`src/rtl/uart_frame_tx.sv`:
```
// uart_frame_tx: UART transmit framer, byte in over valid/ready, frame out LSB first.
// Define UART_TX_PARITY_EN to include the parity bit; otherwise the frame is start/data/stop only.
module uart_frame_tx #(
  parameter int CLKS_PER_BIT = 434,
  parameter bit PARITY_ODD   = 1'b0
) (
  input  logic        clk,
  input  logic        rst_n,
  input  logic [7:0]  tx_data,
  input  logic        tx_valid,
  output logic        tx_ready,
  output logic        tx_serial,
  output logic        tx_busy,
  output logic        tx_done,
  output logic [10:0] frame_out
);

  localparam int CNT_W = $clog2(CLKS_PER_BIT);
  localparam logic [CNT_W-1:0] CNT_LAST = CNT_W'(CLKS_PER_BIT - 1);

  typedef enum logic [2:0] {
    S_IDLE,
    S_START,
    S_DATA,
    S_PARITY,
    S_STOP
  } state_t;

  state_t           state;
  state_t           state_nxt;
  logic [CNT_W-1:0] cnt;
  logic [2:0]       idx;
  logic [7:0]       shift;
  logic [7:0]       shift_nxt;
  logic             line_nxt;
  logic             accept;
  logic             bit_end;
  logic             par_sel;

  function automatic logic par_bit(input logic [7:0] d);
    return PARITY_ODD ? ~^d : ^d;
  endfunction

  assign accept  = tx_valid && tx_ready;
  assign bit_end = (cnt == CNT_LAST);

`ifdef UART_TX_PARITY_EN
  assign par_sel = par_bit(tx_data);
`else
  assign par_sel = 1'b1;
`endif

  always_ff @(posedge clk) begin
    if (!rst_n) state <= S_IDLE;
    else        state <= state_nxt;
  end

  always_comb begin
    state_nxt = state;
    case (state)
      S_IDLE:   if (accept) state_nxt = S_START;
      S_START:  if (bit_end) state_nxt = S_DATA;
      S_DATA: begin
        if (bit_end && idx == 3'd7) begin
`ifdef UART_TX_PARITY_EN
          state_nxt = S_PARITY;
`else
          state_nxt = S_STOP;
`endif
        end
      end
      S_PARITY: if (bit_end) state_nxt = S_STOP;
      S_STOP:   if (bit_end) state_nxt = S_IDLE;
      default:  state_nxt = S_IDLE;
    endcase
  end

  // Line value is chosen from the next state so the registered output lands on bit boundaries.
  always_comb begin
    tx_ready = (state == S_IDLE);
    tx_busy  = (state != S_IDLE);
    line_nxt = 1'b1;
    case (state_nxt)
      S_IDLE:   line_nxt = 1'b1;
      S_START:  line_nxt = 1'b0;
      S_DATA:   line_nxt = shift_nxt[0];
      S_PARITY: line_nxt = frame_out[9];
      S_STOP:   line_nxt = 1'b1;
      default:  line_nxt = 1'b1;
    endcase
  end

  always_comb begin
    shift_nxt = shift;
    if (accept)                        shift_nxt = tx_data;
    else if (state == S_DATA && bit_end) shift_nxt = {1'b0, shift[7:1]};
  end

  always_ff @(posedge clk) begin
    shift <= shift_nxt;
  end

  always_ff @(posedge clk) begin
    if (!rst_n) begin
      cnt       <= '0;
      idx       <= 3'd0;
      tx_serial <= 1'b1;
      tx_done   <= 1'b0;
      frame_out <= 11'h7FF;
    end else begin
      if (state == S_IDLE || bit_end) cnt <= '0;
      else                            cnt <= cnt + 1'b1;

      if (state != S_DATA)  idx <= 3'd0;
      else if (bit_end)     idx <= idx + 3'd1;

      tx_serial <= line_nxt;
      tx_done   <= (state == S_STOP) && bit_end;

      if (accept) frame_out <= {1'b1, par_sel, tx_data, 1'b0};
    end
  end

endmodule

```
`config.mk`:
```
export PLATFORM = sky130hd
export DESIGN_NAME = uart_frame_tx
export DESIGN_NICKNAME = d
export VERILOG_FILES = /design/src/rtl/uart_frame_tx.sv
export SDC_FILE = /design/constraint.sdc
export NUM_CORES = 1
export LEC_CHECK = 0
export ABC_AREA = 1
export ABC_CLOCK_PERIOD_IN_PS = 1900
export BUFFER_PORTS_ARGS = -buffer_cell sky130_fd_sc_hd__buf_4
export CORE_MARGIN = 10
export CORE_UTILIZATION = 30
export CTS_BUF_LIST = sky130_fd_sc_hd__clkbuf_16
export CTS_CLUSTER_SIZE = 16
export DETAILED_ROUTE_END_ITERATION = 10
export GPL_TIMING_DRIVEN = 0
export HOLD_SLACK_MARGIN = 0.1
export PLACE_DENSITY_LB_ADDON = 0.08
export SYNTH_ARGS = -nofsm -noshare
export SYNTH_HDL_FRONTEND = slang
export SYNTH_SLANG_ARGS = --single-unit
```
`constraint.sdc`:
```
create_clock -name clk -period 1.9 [get_ports clk]
set_input_delay 0.38 -clock clk [delete_from_list [all_inputs] [get_ports clk]]
set_output_delay 0.38 -clock clk [all_outputs]
set_load 0.02 [all_outputs]
```
==> results of run 1 <==
cell usage after synthesis (all sizes together):
| library cell | count |
|---|---|
| nand4 | 1 |
| edfxtp | 7 |
| nor3b | 2 |
| inv | 21 |
| dfxtp | 27 |
| dlygate4sd1 | 1 |
| and3 | 1 |
| conb | 1 |
| xor2 | 2 |
| nor2 | 18 |
| nand2 | 46 |
| ha | 4 |
| a31oi | 2 |
| a21oi | 6 |
| o21ai | 8 |
| nand3 | 19 |
| nor3 | 3 |
| buf | 4 |
| xnor2 | 1 |
final cells by class:
cell class	instances	area, sq um	area share [%]
buffer	5	40.0	2.19
clock buffer	5	125	6.86
clock inverter	3	11.3	0.617
inverter	21	78.8	4.32
multi-input combinational	115	578	31.7
sequential	34	751	41.2
tap	54	67.6	3.70
timing repair buffer	23	173	9.47
per-stage QoR:
stage / util (%) / total power [mW] / instance area [sq um] / instances
after floorplan: - / 0.906 / 1450 / 175
after global placement: 35.9 / 0.978 / 1690 / 252
after detailed placement: 35.9 / 0.982 / 1690 / 252
after CTS: 38.8 / 1.74 / 1820 / 260
after global routing: 38.9 / 1.79 / 1820 / 260
final: 38.9 / 1.71 / 1820 / 260
how the worst min path moves through the flow:
stage | end | slack [ns] | cells past startpoint
floorplan | cnt[0] | 0.43 | 1
global placement | frame_out[0] | 0.44 | 2
detailed placement | frame_out[0] | 0.44 | 2
CTS | frame_out[7] | 0.32 | 3
global route | frame_out[4] | 0.35 | 3
finish | frame_out[7] | 0.32 | 3
registers in the layout, summed over array words and instances, names as in the netlist:
signal / cells
frame_out: 9
shift: 8
idx: 3
tx_serial: 1
cnt: 9
tx_done: 1
state: 3
cell families (layout without fill, tap and decap cells):
family / Yosys count / in the layout
buffers and inverters: 26 / 57
DFF: 34 / 34
AOI/OAI and AO/OA: 16 / 16
adders and majority gates: 4 / 4
xor gates and xnor gates: 3 / 3
and+or+nand+nor: 90 / 90
other: 1 / 2
worst max-delay path, cell delays in order (launching register included):
cell and delay, ns:
dfxtp_1 0.31, inv_1 0.07, nand2_1 0.06, nor2_1 0.25, nand3_1 0.30, nand2_2 0.26
power by group through the flow:
stage	Combinational [mW]	Clock (mW)	Sequential (mW)
detailed placement	0.174	0	0.808
global route	0.194	0.796	0.797
CTS	0.174	0.775	0.793
floorplan	0.0773	0	0.828
finish	0.171	0.744	0.793
global placement	0.171	0	0.807
layer usage:
layer	track usage (%)	wire (microns)	share of wire (%)
met1	9.43	1330	43
met2	14.2	1450	47
met3	3.65	247	8.0
met4	3.90	57	1.8
met5	0	0	0
what timing repair did:
action | CTS | global route
resized for setup | 0 | 1
setup endpoints to repair | 0 | 5
hold buffers | 0 | 0
==> summary.txt, run 1 <==
Drt
  – WL/cell: ~12 microns
  – Final ANT Viol Nets: 0
  – Via-to-Cell Ratio: ~4.5
  – 1st-pass router iterations: 4
  – 1st-iter DRT viols: 42
  – Vias: about 1200
  – DRC: 0
  – Drt total wl: roughly 3100 microns

Cells and area
  – Most common cell after layout, fill and taps aside: nand2_1
  – Nets: 220
  – Synth-to-layout area growth: 26.6%
  – Share of cells above drive strength 1: 20.9%
  – Fillers: 500
  – # diodes: 0
  – Most frequent cells in the layout: 41 x nand2_1, 27 x dfxtp_1, 25 x buf_4, 23 x inv_1, 18 x nand3_1

Power
  – Pleak: between 0.8 and 0.9 nW
  – Switching pwr: between 0.3 and 0.4 mW
  – Comb power frac: 10.0%
  – Highest ir drop seen on vdd: 0.000369 V
  – Sequential power share: 46.4%
  – Switching Share: a little under a quarter
  – P_int: roughly 1.3 mW
  – Clk network pwr share: 43.6%
  – Pwr dens: between 900 and 1000 nW/um^2

Floorplanning
  – Core region area: between 4000 and 5000 sq um
  – Chip Width: about 90 microns
  – I/O pins: 26
  – Die ar.: ~8000 sq um
  – Initial core utilization: about 31%
  – Die Span Y: 89.3 microns
  – Row cnt: 25

Timing
  – Clk_skew: around 0.0065 ns
  – Hold slack: approximately 0.32 ns
  – RSZ-0062 raised after global routing: no
  – Setup TNS: 0 ns
  – Post-route minimum period: 1.56 ns
  – Worst setup margin: roughly 0.34 ns
  – Final Cycle Share: between 80% and 90%
  – Slew Limit Fails: 0
  – Final-report setup violation count: 0
  – Hold Vio Cnt, Final: 0
  – Maximum clock rate: approximately 640 MHz

CTS
  – CTS max path bufs: 2
  – Root Buffer: clkbuf_16
  – CTS Sinks: 34
  – Skew-Pair Late Insertion Delay: around 0.28 ns
  – CTS tree: built
  – Post CTS Setup Buffer Count: 0
  – Clock Pin Slew Worst Setup and Hold Paths: approximately 0.05 ns
  – Total CTS buffers: 5
  – H-tree level count: 2

Yosys
  – Post-synthesis mux area share: 0%
  – Synth Cell Area: roughly 1400 sq um
  – Adder-Cell Fraction of Synth Area: 3.47%
  – Simple-Gate Fraction of Synth Area: between 20 and 30%
  – Compound-Gate Fraction of Synth Area: between 5 and 6%
  – #FFs+latches synth: 34
  – Library cells used by synthesis: 27
  – Synth warnings: 0
  – Synth top area cells: dfxtp_1 38%, edfxtp_1 15%, nand2_1 11%
  – Seq/Total Area, Yosys: between 50% and 60%
  – Main combinational cell family by area after synthesis: simple AND/OR/NAND/NOR gates
  – Synth top area share: a little under two fifths
  – Synth Area in XOR/XNOR: about 1.8%
  – Post-synth top area cell: dfxtp_1
  – Post-Syn Area per Cell: 8.28 sq um
  – Cells after Synth: approximately 170

Job
  – Max_cap viols: 0

Global route
  – Largest net degree at the start of global routing: 11
  – Overflow after GRT: 0
  – First-pass GRT wire length: 5320 microns
  – Total track usage: under 10%
  – Initial antenna violation count: 0
  – Vias in the first global route: 1183

Worst hold path
  – Hold Path Origin: tx_data[6]
  – Hold WC Path Type: in -> reg

Setup path
  – Max FO, Critical Path: 8
  – CP Class: reg -> reg
  – FF-to-FF End: shift[2]
  – Worst EP arrival: 1.53 ns
  – FF-to-FF path depth: 5
  – Worst setup endpoint: shift[2]
  – CP Capture Type: register
  – R2R Path Start: cnt[6]
  – R2r setup slk: around 0.34 ns
  – Critical path launch point type: register
  – CP required: ~1.9 ns
  – Critical path origin: cnt[6]

Placed design
  – Routability cong.: ~0.75
  – Pre-CTS setup slack: 0.194 ns
  – DP HPWL: roughly 2300 microns
  – Buffers on Ports: 23

Status
  – Outcome: completed
No activity file was read; power rests on OpenSTA's default activity.
==> run 2, diff against run 1 <==
--- a/config.mk
+++ b/config.mk
@@ -6,7 +6,7 @@
 export NUM_CORES = 1
 export LEC_CHECK = 0
 export ABC_AREA = 1
-export ABC_CLOCK_PERIOD_IN_PS = 1900
+export ABC_CLOCK_PERIOD_IN_PS = 1500
 export BUFFER_PORTS_ARGS = -buffer_cell sky130_fd_sc_hd__buf_4
 export CORE_MARGIN = 10
 export CORE_UTILIZATION = 30
==> constraint.sdc (replaced) <==
create_clock -name clk -period 1.5 [get_ports clk]
set_input_delay 0.3 -clock clk [delete_from_list [all_inputs] [get_ports clk]]
set_output_delay 0.3 -clock clk [all_outputs]
set_load 0.02 [all_outputs]
==> run 2 against run 1 <==
Against the previous run:
- clock skew is 0.00092 ns lower
- critical path depth increased by 3
- first-iteration DRC count fell by 33%
- clock-buffer cell count did not move
- combinational power grew 38%
- sequential cell count unchanged
- sequential power is 27% higher
- largest cell class unchanged
- largest power group unchanged
==> summary.txt, run 2 (synthesis results as in run 1) <==
Status
  – Outcome: completed

Setup path
  – FF-to-FF End: state[2]
  – Crit path max-delay family: flip-flops
  – R2r setup slk: 0.04 ns
  – Worst path buffer plus inverter count: 2
  – Max FO, Critical Path: 6
  – FF-to-FF path depth: 8
  – Worst EP arrival: about 1.6 ns
  – Critical path's largest stage delay: approximately 0.37 ns
  – CP Class: reg -> reg
  – Worst-path cell chain: ha_4 -> nand2_2 -> nor2_4 -> nand2_2 -> buf_8 -> buf_4 -> a31oi_1 -> a21oi_1
  – Slowest cell on the critical path: dfxtp_2
  – R2R Path Start: cnt[0]
  – Critical path launch point type: register
  – Top cell by count, worst path: nand2_2
  – CP required: about 1.7 ns
  – CP Capture Type: register

CTS
  – Post-CTS Hold Buffers: 0
  – Total CTS buffers: 5
  – CTS max path bufs: 2
  – Clock Pin Slew Worst Setup and Hold Paths: about 0.050 ns
  – CTS Sinks: 34
  – CTS tree: built
  – Skew-Pair Late Insertion Delay: about 0.27 ns
  – H-tree level count: 2
  – Root Buffer: clkbuf_16

Worst hold path
  – Hold EP: frame_out[2]
  – Hold Path Origin: tx_data[1]
  – Hold WC Path Type: in -> reg
  – Min-Delay Path Depth: 3

Drt
  – 1st-pass router iterations: 4
  – Final ANT Viol Nets: 0
  – Drt total wl: between 3000 and 4000 microns
  – 1st-iter DRT viols: 28
  – Vias: around 1200
  – WL/cell: 12.1 microns
  – Via-to-Cell Ratio: approximately 4.6
  – DRC: 0

Power
  – Switching pwr: 0.519 mW
  – Pwr Total: roughly 2.2 mW
  – Pleak: a little under 0.9 nW
  – Sequential power share: a little under half
  – P_int: 1.68 mW
  – Clk network pwr share: between 40% and 50%
  – Highest ir drop seen on vdd: around 0.0006 V
  – Comb power frac: a little over a tenth
  – Pwr dens: roughly 1100 nW/um^2
  – Switching Share: between 20% and 30%

Global route
  – Vias in the first global route: between 1000 and 1500
  – Overflow after GRT: 0
  – Total track usage: between 8 and 9%
  – Initial antenna violation count: 0
  – First-pass GRT wire length: between 5000 and 6000 microns
  – Largest net degree at the start of global routing: 12

Cells and area
  – Nets: 226
  – Synth-to-layout area growth: 38.9%
  – Final std cell area, no fill: around 2000 sq um
  – Biggest regs: cnt x9, frame_out x9, shift x8
  – Fillers: between 400 and 500
  – Multi-input gate area: about 670 sq um
  – Share of cells above drive strength 1: ~33%
  – Most common cell after layout, fill and taps aside: nand2_1
  – Most frequent cells in the layout: 36 x nand2_1, 29 x buf_4, 23 x dfxtp_1, 17 x inv_1, 16 x nand3_1
  – Storage element area: 758 sq um
  – # diodes: 0

Floorplanning
  – Chip Width: approximately 90 microns
  – Die ar.: roughly 8000 sq um
  – Initial core utilization: between 30 and 40%
  – Core region area: approximately 4700 sq um
  – I/O pins: 26
  – Row cnt: 25
  – Die Span Y: between 80 and 90 microns

Timing
  – Post-route minimum period: approximately 1.5 ns
  – Final Cycle Share: between 90 and 100%
  – Maximum clock rate: 684 MHz
  – Hold Vio Cnt, Final: 0
  – Clk_skew: between 0.005 and 0.006 ns
  – Slew Limit Fails: 0
  – Final-report setup violation count: 0

Job
  – Max_cap viols: 0

Placed design
  – DP HPWL: about 2300 microns
  – Buffers on Ports: 23
  – Routability cong.: just over 0.7
  – Placed cell areas: around 1700 sq um
## run 2: metal layers
layer	GRT usage [%]	share of wire, %	wire (microns)	up-vias
met1	10.2	44	1410	570
met5	0	0	0	-
met4	3.47	1.7	55	0
met2	13.7	49	1580	18
li1	-	-	-	629
met3	3.56	5.2	166	5
## run 2: power groups by stage
| stage | registers, mW | logic, mW | clock network (mW) |
|---|---|---|---|
| finish | 1.01 | 0.236 | 0.959 |
| global route | 1.01 | 0.265 | 1.02 |
| CTS | 1.00 | 0.223 | 0.997 |
| detailed placement | 1.02 | 0.220 | 0 |
| global placement | 1.02 | 0.218 | 0 |
| floorplan | 1.05 | 0.0988 | 0 |
## run 2: tightest hold or removal path, delay by kind of cell
kind | cells | cell delay (ns)
and+or+nand+nor | 2 | 0.10
buffers and inverters | 1 | 0.09
## run 2: final cells by class
type                       count  share of cell area, %
clock inverter                 3                  0.687
clock buffer                   5                   6.25
sequential                    34                   37.9
tap                           54                   3.38
inverter                      21                   4.13
buffer                         5                   2.31
multi-input combinational    115                   33.2
timing repair buffer          29                   12.1
## run 2: repair_timing
action                                  CTS  global route
pin swaps                                 0             6
resized for setup                         3            29
setup buffers                             0             6
cloned                                    0             0
endpoints found under the setup margin   10            22
## run 2: how the worst max path moves through the flow
stage          startpoint  slack, ns        to  cells past startpoint
2_1_floorplan    state[1]       0.06  shift[1]                      6
3_3_place_gp       cnt[0]      -0.11  shift[7]                      5
3_5_place_dp       cnt[0]      -0.16  shift[6]                      5
4_1_cts            cnt[0]       0.02  shift[5]                      5
5_1_grt            cnt[0]      -0.03  state[2]                      9
6_report           cnt[0]       0.04  state[2]                      8
## run 2: stage by stage
step	hold WS [ns]	setup TNS (ns)	worst slack (ns)	cells	util (%)
after CTS	0.237	0	0.0244	260	39.2
after detailed placement	0.456	-1.10	-0.157	252	36.0
after floorplan	0.426	0	0.0619	175	-
final	0.237	0	0.0376	266	42.7
after global placement	0.433	-0.812	-0.114	252	36.0
after global routing	0.251	-0.0379	-0.0280	266	42.7
==> run 3, diff against run 2 <==
--- a/config.mk
+++ b/config.mk
@@ -5,7 +5,6 @@
 export SDC_FILE = /design/constraint.sdc
 export NUM_CORES = 1
 export LEC_CHECK = 0
-export ABC_AREA = 1
 export ABC_CLOCK_PERIOD_IN_PS = 1500
 export BUFFER_PORTS_ARGS = -buffer_cell sky130_fd_sc_hd__buf_4
 export CORE_MARGIN = 10
==> run 3 against run 2 <==
Against the previous run:
- the flow now finishes with violations (negative setup slack)
- utilization is 0.62 points higher
- power is 7.3% higher
- sequential share of layout area is 0.48 points lower
- worst hold slack better by 0.020 ns
- register-to-register slack worse by 0.06 ns
- design area is 2.1% higher
- first-iteration DRC count is 54% higher
- combinational power hardly changed
- area after synthesis is 2.0% higher
- clock-buffer cell count stayed put
- critical path type is now reg -> out
- largest cell class unchanged
- highest routed layer unchanged
==> summary.txt, run 3 <==
Timing
  – Slew @ Worst Pin: roughly 0.52 ns
  – Maximum clock rate: 644 MHz
  – Slew Limit Fails: 0
  – Final Cycle Share: 104%
  – Clk_skew: 0.00379 ns
  – Post-route minimum period: 1.55 ns
  – Worst setup margin: -0.0531 ns
  – RSZ-0062 raised after global routing: yes
  – Setup TNS: -0.109 ns
  – Final-report setup violation count: 3
  – Slew HR: 65.4%
  – Hold Vio Cnt, Final: 0

Placed design
  – Buffers on Ports: 23
  – Routability cong.: a little under 0.8
  – Dpl cells: roughly 240
  – DP HPWL: 2400 microns
  – Placed cell areas: ~1800 sq um

Setup path
  – R2r setup slk: -0.02 ns
  – CP Class: reg -> out
  – R2R Path Start: cnt[1]
  – Critical path launch point type: register
  – Critical path's largest stage delay: between 0.4 and 0.5 ns
  – Max FO, Critical Path: 4
  – FF-to-FF End: tx_serial
  – Stages on the worst setup path: 3
  – Critical path origin: state[1]
  – Worst path buffer plus inverter count: 2
  – Slowest cell on the critical path: or3_4
  – CP required: 1.20 ns
  – Worst EP arrival: approximately 1.3 ns
  – Worst-path cell chain: or3_4 -> inv_6 -> buf_6
  – CP Capture Type: output pin
  – FF-to-FF path depth: 6
  – Crit path max-delay family: simple AND/OR/NAND/NOR gates
  – Worst setup endpoint: tx_ready

Drt
  – 1st-iter DRT viols: 43
  – Final ANT Viol Nets: 0
  – 1st-pass router iterations: 4
  – Vias: around 1200
  – WL/cell: 13.1 microns
  – Drt total wl: ~3400 microns
  – DRC: 0
  – Via-to-Cell Ratio: 4.44

Job
  – Max_cap viols: 0

Power
  – Pwr dens: roughly 1200 nW/um^2
  – Pleak: around 0.86 nW
  – Highest ir drop seen on vdd: 0.000712 V
  – Pwr Total: roughly 2.4 mW

Yosys
  – Synth warnings: 0
  – Post-synth top area cell: dfxtp_1
  – Post-Syn Area per Cell: a little under 10 sq um
  – Seq/Total Area, Yosys: around 51%
  – #FFs+latches synth: 34
  – Synth top area share: between 30% and 40%
  – Top cells by count, synth: 32 x nand2_1, 27 x dfxtp_1, 16 x nor2_1
  – Cells after Synth: approximately 150
  – Post-synth EDFFs: 7
  – Post-synth ARST share: 0%
  – Count leader, synth: nand2_1
  – Synth Cell Area: 1470 sq um
  – Synth Flop Type: dfxtp_1
  – Synth top area cells: dfxtp_1 37%, edfxtp_1 14%, nand2_1 8.2%
  – Library cells used by synthesis: 42

Floorplanning
  – Die ar.: slightly above 8000 sq um
  – Die Span Y: roughly 90 microns
  – Chip Width: 90.0 microns
  – I/O pins: 26
  – Core region area: between 4000 and 5000 sq um
  – Row cnt: 25
  – Initial core utilization: a little under a third

CTS
  – Total CTS buffers: 5
  – Clock Pin Slew Worst Setup and Hold Paths: roughly 0.050 ns
  – H-tree level count: 2
  – Post-CTS Hold Buffers: 0
  – CTS max path bufs: 2
  – CTS tree: built
  – CTS Sinks: 34
  – Root Buffer: clkbuf_16
  – Skew-Pair Late Insertion Delay: between 0.2 and 0.3 ns

Cells and area
  – Final core utilization: 43.3%
  – Most frequent cells in the layout: 33 x buf_4, 32 x nand2_1, 20 x dfxtp_1, 16 x nor2_1, 10 x nand3_1
  – Final non-filler cell total: about 260
  – Most common cell after layout, fill and taps aside: buf_4
  – Share of cells above drive strength 1: between 30% and 40%
  – Nets: 208
  – # diodes: 0
  – Synth-to-layout area growth: 39.1%
  – Fillers: around 470
  – Final std cell area, no fill: between 2000 and 2500 sq um
  – Biggest regs: cnt x9, frame_out x9, shift x8

Global route
  – Initial antenna violation count: 0
  – Vias in the first global route: 1185
  – First-pass GRT wire length: 5560 microns
  – Largest net degree at the start of global routing: 11
  – Overflow after GRT: 0
  – Total track usage: under 10%

Status
  – Outcome: finished with violations
  – Failing checks: negative setup slack

Worst hold path
  – Hold WC Path Type: in -> reg
==> run 3: worst register-to-register path: stages (launching register included) <==
cell	delay, ns
dfxtp_2	0.32
inv_2	0.06
ha_4	0.13
nand4b_4	0.14
or4_4	0.52
a21oi_2	0.16
o21ai_1	0.08
==> run 3: cell type report <==
| cell class | instances | area (sq um) | area share (%) |
|---|---|---|---|
| Clock inverter | 3 | 37.5 | 1.84 |
| Inverter | 4 | 20.0 | 0.979 |
| Multi-Input combinational cell | 111 | 728 | 35.6 |
| Clock buffer | 5 | 125 | 6.12 |
| Buffer | 4 | 30.0 | 1.47 |
| Sequential cell | 34 | 764 | 37.4 |
| Timing Repair Buffer | 33 | 255 | 12.5 |
| Tap cell | 67 | 83.8 | 4.10 |
==> run 3: what timing repair did <==
action	4_1_cts	5_1_grt
setup buffers	6	4
setup endpoints to repair	25	18
gates resized for setup	9	7
endpoints found under the hold margin	0	0
pin swaps	3	5
==> run 3: cell families (layout without fill, tap and decap cells) <==
logic type	Yosys count	count (layout)	share of synthesized area, %
simple gates	83	83	31.2
other cells	1	2	0.255
flops	34	34	51.1
buf+inv	9	49	3.15
fa+ha+maj	4	4	3.40
mux	1	1	0.681
compound gates	13	13	5.53
xor+xnor	8	8	4.77
==> run 3: worst min path at each step <==
stage	startpoint	to	slack, ns	depth (start not counted)
finish	tx_data[3]	frame_out[4]	0.26	3
global route	tx_data[0]	shift[0]	0.26	3
CTS	tx_data[4]	frame_out[5]	0.25	3
detailed placement	frame_out[0]	frame_out[0]	0.44	2
global placement	frame_out[0]	frame_out[0]	0.44	2
floorplan	rst_n	state[0]	0.42	1
==> run 3: per-stage QoR <==
stage / setup WS, ns / hold WS (ns)
after floorplan: -0.0564 / 0.418
after global placement: -0.277 / 0.437
after detailed placement: -0.254 / 0.443
after CTS: -0.0462 / 0.251
after global routing: -0.0852 / 0.263
final: -0.0531 / 0.257
==> run 3: power by group <==
part / internal [mW] / switching, mW / leakage [nW]
sequential: 0.981 / 0.0234 / 0.294
clock: 0.770 / 0.349 / 0.0864
combinational: 0.105 / 0.134 / 0.480
total: 1.86 / 0.506 / 0.861
==> run 3: layer usage <==
metal	GRT usage (%)	wire [microns]
met3	4.07	216
met4	4.77	76
met5	0	0
met2	13.1	1560
met1	9.31	1550
